--- config.mk ---
export PLATFORM = sky130hd
export DESIGN_NAME = rew_path_cmd_gen
export DESIGN_NICKNAME = d
export VERILOG_FILES = /design/src/rtl/rew_path_cmd_gen.sv
export SDC_FILE = /design/constraint.sdc
export NUM_CORES = 1
export LEC_CHECK = 0
export ABC_AREA = 0
export CAP_MARGIN = 20
export CORE_MARGIN = 3
export CORE_UTILIZATION = 38
export DETAILED_ROUTE_END_ITERATION = 6
export PLACE_DENSITY = 0.75
export SYNTH_ARGS = -nofsm -noshare
export SYNTH_HDL_FRONTEND = slang
export SYNTH_SLANG_ARGS = --single-unit
--- constraint.sdc ---
create_clock -name Clock -period 2.1 [get_ports Clock]
set_input_delay 0.21 -clock Clock [delete_from_list [all_inputs] [get_ports Clock]]
set_output_delay 0.21 -clock Clock [all_outputs]
set_load 0.02 [all_outputs]
--- src/rtl/rew_path_cmd_gen.sv ---
// REW path command generator: turns the current REW phase into a burst of
// per-chunk DRAM commands and returns one Transfer pulse per accepted command.
// Optional sticky protocol checker enabled by defining REW_CMD_CHECK_EN.
module rew_path_cmd_gen #(
   parameter int ADDR_WIDTH  = 32,
   parameter int LEAF_WIDTH  = 16,
   parameter int PATH_STRIDE = 4096,
   parameter int BURST_BYTES = 64,
   parameter int RW_R_Chunk  = 8,
   parameter int RW_W_Chunk  = 8,
   parameter int RO_R_Chunk  = 4,
   parameter int RO_W_Chunk  = 0
) (
   input  logic                  Clock,
   input  logic                  Reset,
   input  logic                  RWAccess,
   input  logic                  ROAccess,
   input  logic                  Read,
   input  logic                  Writeback,
   input  logic [LEAF_WIDTH-1:0] LeafIn,
   input  logic                  LeafInValid,
   output logic                  LeafInReady,
   output logic [ADDR_WIDTH-1:0] CmdAddr,
   output logic                  CmdWrite,
   output logic                  CmdValid,
   input  logic                  CmdReady,
   output logic                  RW_R_Transfer,
   output logic                  RW_W_Transfer,
   output logic                  RO_R_Transfer,
   output logic                  RO_W_Transfer,
   output logic                  Busy
`ifdef REW_CMD_CHECK_EN
   ,
   output logic                  ProtocolErr
`endif
);

   localparam int MAX_RW    = (RW_R_Chunk > RW_W_Chunk) ? RW_R_Chunk : RW_W_Chunk;
   localparam int MAX_RO    = (RO_R_Chunk > RO_W_Chunk) ? RO_R_Chunk : RO_W_Chunk;
   localparam int MAX_CHUNK = (MAX_RW > MAX_RO) ? MAX_RW : MAX_RO;
   localparam int CW        = (MAX_CHUNK > 1) ? $clog2(MAX_CHUNK) : 1;

   typedef enum logic [1:0] {ST_Idle, ST_Leaf, ST_Issue, ST_Wait} state_t;

   state_t                state, state_nxt;
   logic [1:0]            phase_now, phase_reg;
   logic                  phase_vld;
   logic [LEAF_WIDTH-1:0] leaf_reg;
   logic [CW-1:0]         chunk_ctr, chunk_last;
   logic                  wb_empty;
   logic                  cmd_hs;

   assign phase_now = {ROAccess, Writeback};
   assign phase_vld = (RWAccess | ROAccess) & (Read | Writeback);
   assign cmd_hs    = (state == ST_Issue) & CmdReady;

   // A writeback phase configured with zero chunks skips straight to ST_Wait.
   always_comb begin
      wb_empty = 1'b0;
      case (phase_now)
         2'b01:   wb_empty = (RW_W_Chunk == 0);
         2'b11:   wb_empty = (RO_W_Chunk == 0);
         default: wb_empty = 1'b0;
      endcase
   end

   always_comb begin
      chunk_last = '0;
      case (phase_reg)
         2'b00:   chunk_last = CW'(RW_R_Chunk - 1);
         2'b01:   chunk_last = CW'(RW_W_Chunk - 1);
         2'b10:   chunk_last = CW'(RO_R_Chunk - 1);
         default: chunk_last = CW'(RO_W_Chunk - 1);
      endcase
   end

   always_ff @(posedge Clock) begin
      if (Reset) state <= ST_Idle;
      else       state <= state_nxt;
   end

   always_comb begin
      state_nxt = state;
      case (state)
         ST_Idle:
            if (phase_vld) begin
               if (!phase_now[0])  state_nxt = ST_Leaf;
               else if (wb_empty)  state_nxt = ST_Wait;
               else                state_nxt = ST_Issue;
            end
         ST_Leaf:
            if (LeafInValid) state_nxt = ST_Issue;
         ST_Issue:
            if (cmd_hs && chunk_ctr == chunk_last) state_nxt = ST_Wait;
         ST_Wait:
            // Phase code always changes on a legal REW step; waiting for that
            // absorbs the counter's latched-output delay.
            if (phase_vld && phase_now != phase_reg) state_nxt = ST_Idle;
         default: state_nxt = ST_Idle;
      endcase
   end

   always_comb begin
      LeafInReady   = (state == ST_Leaf);
      CmdValid      = (state == ST_Issue);
      Busy          = (state != ST_Idle);
      CmdWrite      = phase_reg[0];
      CmdAddr       = ADDR_WIDTH'(leaf_reg) * ADDR_WIDTH'(PATH_STRIDE)
                    + ADDR_WIDTH'(chunk_ctr) * ADDR_WIDTH'(BURST_BYTES);
      RW_R_Transfer = cmd_hs & (phase_reg == 2'b00);
      RW_W_Transfer = cmd_hs & (phase_reg == 2'b01);
      RO_R_Transfer = cmd_hs & (phase_reg == 2'b10);
      RO_W_Transfer = cmd_hs & (phase_reg == 2'b11);
   end

   // Writeback reuses leaf_reg from the preceding read of the same path.
   always_ff @(posedge Clock) begin
      if (Reset) begin
         phase_reg <= '0;
         leaf_reg  <= '0;
         chunk_ctr <= '0;
      end else begin
         if (state == ST_Idle && phase_vld) phase_reg <= phase_now;
         if (state == ST_Leaf && LeafInValid) begin
            leaf_reg  <= LeafIn;
            chunk_ctr <= '0;
         end
         if (cmd_hs) chunk_ctr <= (chunk_ctr == chunk_last) ? '0 : chunk_ctr + 1'b1;
      end
   end

`ifdef REW_CMD_CHECK_EN
   logic err_evt;

   assign err_evt = (((state == ST_Leaf) || (state == ST_Issue))
                     && (!phase_vld || phase_now != phase_reg))
                  || (cmd_hs && phase_now != phase_reg);

   always_ff @(posedge Clock) begin
      if (Reset)        ProtocolErr <= 1'b0;
      else if (err_evt) ProtocolErr <= 1'b1;
   end

`ifdef SIMULATION
   always_ff @(posedge Clock) begin
      if (!Reset && err_evt && !ProtocolErr)
         $display("rew_path_cmd_gen: protocol error, state=%0d phase_now=%0d phase_reg=%0d",
                  state, phase_now, phase_reg);
   end
`endif
`endif

endmodule

=== Word-level counts from Yosys, hierarchy flattened ===
Index checks and enable logic that the tools add are counted.

* Bits in registers: 23
* Bits of input ports: 24
* Output and inout port bits: 40
* Word-level logic and storage cells: 48

* Add/subtract/negate cells: 2
* Equality and inequality tests: 13
* Mux-type cells: 12
* Bitwise logic cells: 8
* Reduce and logical (&&, ||, !) cells: 9

{| class="wikitable"
|+ Operators with widths
! cell !! number
|-
| adder 28 x 9 -> 29 bit || 1
|-
| two-way mux 3 bit || 4
|-
| equality test 2 bit, second input constant || 5
|-
| two-way mux 2 bit || 5
|-
| one-hot mux 2 bit (4 select lines) || 1
|-
| AND 1 bit || 6
|-
| inequality test 2 bit, second input constant || 3
|-
| equality test 2 x 1 -> 1 bit, second input constant || 2
|-
| logical AND 1 bit || 4
|-
| logical NOT 2 bit || 2
|-
| AND reduction 4 bit || 1
|-
| nonzero test 2 bit || 2
|-
| adder 3 x 1 -> 3 bit, second input constant || 1
|-
| equality test 3 bit || 1
|-
| two-way mux 1 bit || 2
|-
| inequality test 2 x 1 -> 1 bit, second input constant || 1
|-
| inequality test 2 bit || 1
|-
| OR 1 bit || 2
|}

=== Logic depth before layout (Yosys ltp) ===
* Depth after elaboration: 6
* Gate-level depth with buffers: 7
* Mapped depth without buffers: 7

=== Worst setup path after synthesis ===
No wires, ideal clock.

* Kind: register to output
* From: reg state[0]
* To: out RW_W_Transfer
* Data arrival time: 1.544 ns
* Required time: 1.890 ns
* Slack: 0.346 ns
* Stages on the path, launching flop included: 5
* Buffers on the path: 0
* Cells stage by stage: dfxtp_1 -> inv_1 -> ha_1 -> nand2_1 -> nor3b_1

* Cells in the longest elaborated chain, start to end: 3

{| class="wikitable"
|+ RTL lines
! element !! RTL line !! text
|-
| from (decl) || 45 || <nowiki>state_t state, state_nxt;</nowiki>
|-
| from (signal assigned) || 78 || <nowiki>if (Reset) state <= ST_Idle;</nowiki>
|-
| from (signal assigned) || 79 || <nowiki>else state <= state_nxt;</nowiki>
|-
| equality test 2 bit || n/a ||
|-
| named net CmdValid || 25 || <nowiki>output logic CmdValid,</nowiki>
|-
| AND 1 bit || 55 || <nowiki>assign cmd_hs = (state == ST_Issue) & CmdReady;</nowiki>
|-
| AND 1 bit || 111 || <nowiki>RW_W_Transfer = cmd_hs & (phase_reg == 2'b01);</nowiki>
|-
| to (decl) || 28 || <nowiki>output logic RW_W_Transfer,</nowiki>
|}

The timed path passes the listed nets, and every way through them passes these cells.

=== Worst setup path in the final report ===
* From: reg state[0]
* To: out RW_W_Transfer

* Cells in the longest elaborated chain, start to end: 3

{| class="wikitable"
|+ RTL lines
! element !! RTL line
|-
| equality test 2 bit || 55
|-
| AND 1 bit || 55
|-
| AND 1 bit || 111
|}

No other way between the ends.

==> Flow_metrics.wiki <==
{| class="wikitable"
! Metric !! Value
|-
| Status || complete, no violations
|-
| Crit path from || state[0]
|-
| Placer's final routability congestion estimate || 0.787
|-
| Post-detailed-route count of antenna-violating nets || 0
|-
| Die outline width || 61.3 um
|-
| Register bit count reported by yosys || 23
|-
| Per-instance average area after synthesis || 7.75 sq um
|-
| DRT iter0 DRCs || 35
|-
| Clock tree from TritonCTS || done
|-
| Total number of H-tree levels || 1
|-
| Cell Chain, Critical Path || inv_1 -> ha_1 -> nand2_1 -> nor3b_1 -> dlygate4sd2_1
|-
| Unique masters post-synth || 27
|-
| Transition time of the tightest slew-check pin || 617 ps
|-
| Type of the tightest min-delay check || in2reg
|-
| Arrival time of data at the critical path endpoint || 1730 ps
|-
| Initial cell density of the core || 0.411
|-
| FF-to-FF path depth || 6
|-
| Initial antenna violation count || 0
|-
| Post-DP HPWL || 2110 um
|-
| Standard-cell rows || 19
|-
| CP Capture Point || RW_W_Transfer
|-
| Cell internal pwr || 882 uW
|-
| Fraction of final layout cells with drive strength greater than 1 || 0.0457
|-
| Count of final setup violators || 0
|-
| Die outline height || 61.3 um
|-
| Sort of element at the start of the critical path || register
|-
| First-pass DRT Iterations || 4
|-
| Share of power burned in combinational logic || 0.476
|-
| Largest net degree at the start of global routing || 20
|-
| Total power per unit cell area || 874 mW/mm^2
|-
| Clock root buffer || sky130_fd_sc_hd__clkbuf_4
|-
| RSZ-0062 raised after global routing || no
|-
| Std-Cell Core Area || 0.00283 sq mm
|-
| Crit path kind || reg2out
|-
| Clock slew seen by the registers of the worst setup and hold paths || 130 ps
|-
| TNS Setup || 0 ps
|-
| Endpoint class of the critical path || output port
|-
| Total power draw || 1450 uW
|-
| Count of inserted antenna diode cells || 0
|-
| Reported net switching power || 565 uW
|-
| Final design utilization || 0.586
|-
| Number of global-route vias before repair || 992
|-
| Worst-case clock skew || 7.06 ps
|-
| Number of port buffers || 50
|-
| Endpoint of the most critical register-to-register path || state[1]
|-
| Number of vias per cell after detailed routing || 4.83
|-
| Number of violations of the max-capacitance limit || 0
|-
| CP max stage cell || sky130_fd_sc_hd__dfxtp_1
|-
| Flop pwr share || 0.382
|-
| Total routing resource utilization after global routing || 0.141
|-
| Io pins || 64
|-
| Via Count || 1,101
|-
| Floorplan die area || 0.00376 sq mm
|-
| Post-synthesis to final-layout area growth || 42.5%
|-
| Delay of the slowest critical-path stage || 360 ps
|-
| Routed WL per cell || 12.1 um
|-
| Number of instances in the synthesized netlist || 150
|-
| Worst r2r src || state[0]
|-
| Count of unresolved DRC violations after routing || 0
|-
| Final design area excluding fillers || 0.00166 sq mm
|-
| Part of the total power dissipated in the clock network || 0.143
|-
| Register-to-register setup slack || 410 ps
|-
| Final global-route overflow total || 0
|-
| Sequential element share of the synthesized area || 0.396
|-
| Required @ worst endpoint || 1890 ps
|-
| Slew HR || 0.588
|-
| Number of clock sinks || 23
|-
| Count of synthesis-stage warnings from yosys || 0
|-
| Instance area at placement || 0.00163 sq mm
|-
| Flip-flop count of the largest register, all copies and words added || 16
|-
| Cts bufs inserted || 3
|-
| Worst Hold Slack || 431 ps
|-
| Minimum clock period || 1940 ps
|-
| Pins Over Slew Limit || 0
|-
| Post CTS Setup Buffer Count || 0
|-
| Routed WL || 2760 um
|-
| Maximum VDD drop || 517 uV
|-
| Total standard cell area after synthesis || 0.00116 sq mm
|-
| Maximum buffer depth of the clock tree || 2
|-
| Max FO, Critical Path || 5
|-
| Later-pin clock latency in the skew report || 310 ps
|-
| Static leakage power || 0.000656 uW
|-
| Achievable frequency || 516 MHz
|-
| Hold Fails Final Rpt || 0
|-
| Share of the cycle needed by the critical path after routing || 0.922
|-
| Switching portion of total power || 0.390
|-
| Fin nets || 227
|-
| Global-route wire length before repair || 4060 um
|}
-- cell type report --
cell class | instances | area (sq um)
multi-input combinational | 114 | 602
clock buffer | 3 | 22.5
fill | 266 | 1170
clock inverter | 1 | 5.00
tap | 31 | 38.8
sequential | 23 | 460
timing repair buffer | 52 | 513
inverter | 4 | 15.0
-- Yosys cell counts (all sizes together) --
cell | instances | area (sq um)
a21oi | 21 | 109
a311o | 1 | 10.0
a31oi | 1 | 6.26
and2 | 1 | 6.26
buf | 15 | 108
clkbuf | 6 | 22.5
conb | 1 | 3.75
dfxtp | 23 | 460
ha | 5 | 62.6
inv | 4 | 15.0
mux2 | 1 | 15.0
mux2i | 3 | 30.0
nand2 | 41 | 154
nand2b | 3 | 18.8
nand3 | 4 | 20.0
nor2 | 5 | 18.8
nor2b | 2 | 15.0
nor3 | 2 | 10.0
nor3b | 1 | 7.51
o211ai | 4 | 30.0
o21ai | 2 | 10.0
o22ai | 1 | 6.26
or3 | 1 | 6.26
xnor2 | 2 | 17.5
-- layout by cell type, fill, tap and decap left out, types with 2 or more instances in the layout --
cell type and n:
sky130_fd_sc_hd__a21oi_1 20, sky130_fd_sc_hd__buf_4 2, sky130_fd_sc_hd__clkbuf_4 3, sky130_fd_sc_hd__clkdlybuf4s50_1 45, sky130_fd_sc_hd__conb_1 13, sky130_fd_sc_hd__dfxtp_1 23
sky130_fd_sc_hd__dlygate4sd2_1 4, sky130_fd_sc_hd__ha_1 5, sky130_fd_sc_hd__inv_1 4, sky130_fd_sc_hd__mux2i_1 3, sky130_fd_sc_hd__nand2_1 41, sky130_fd_sc_hd__nand2b_1 3
sky130_fd_sc_hd__nand3_1 4, sky130_fd_sc_hd__nor2_1 5, sky130_fd_sc_hd__nor3_1 2, sky130_fd_sc_hd__o211ai_1 4, sky130_fd_sc_hd__o21ai_0 2, sky130_fd_sc_hd__xnor2_1 2
-- routing by layer --
metal	vias to the layer above	wire length [um]	track usage	share of wire
met1	505	1160	0.172	0.42
li1	562	-	-	-
met2	32	1400	0.234	0.51
met4	0	26	0.0588	0.0094
met3	2	181	0.0377	0.066
met5	-	0	0	0
-- how the worst min path moves through the flow --
stage,start,to,cells past startpoint
4_1_cts,LeafIn[7],leaf_reg[7],3
5_1_grt,LeafIn[4],leaf_reg[4],3
3_5_place_dp,leaf_reg[4],leaf_reg[4],2
6_report,LeafIn[2],leaf_reg[2],3
3_3_place_gp,leaf_reg[3],leaf_reg[3],2
2_1_floorplan,LeafIn[0],leaf_reg[0],2
-- worst max-delay path: cells and delay by family (launching register included) --
family	cells	cell delay, ps
flip-flops	1	360
adder cells (fa/ha/maj)	1	250
buffers and inverters	2	440
AND/OR/NAND/NOR	2	370
-- stage by stage --
stage | cells | setup slack, ps
after floorplan | 162 | 346
after global placement | 224 | 204
after detailed placement | 224 | 184
after CTS | 228 | 59.7
after global routing | 228 | 0.195
final | 228 | 163
-- power by group through the flow --
stage / clock (uW) / combinational, uW / sequential, uW
after floorplan: 0 / 404 / 607
after global placement: 0 / 676 / 557
after detailed placement: 0 / 699 / 563
after CTS: 214 / 700 / 553
after global routing: 233 / 750 / 562
final: 206 / 689 / 552
-- logic make-up after synthesis --
logic type,share of synthesized area
and+or+nand+nor,0.221
AOI/OAI and AO/OA,0.147
buffers and inverters,0.125
DFF,0.396
adders and majority gates,0.0538
muxes,0.0387
xor gates and xnor gates,0.0151
other,0.00323
-- repair_timing --
action | CTS | global route
setup endpoints to repair | 4 | 1
hold buffers | 0 | 0
gates resized for setup | 4 | 1
pin swaps | 0 | 0
(Power assumes the default switching activity.)
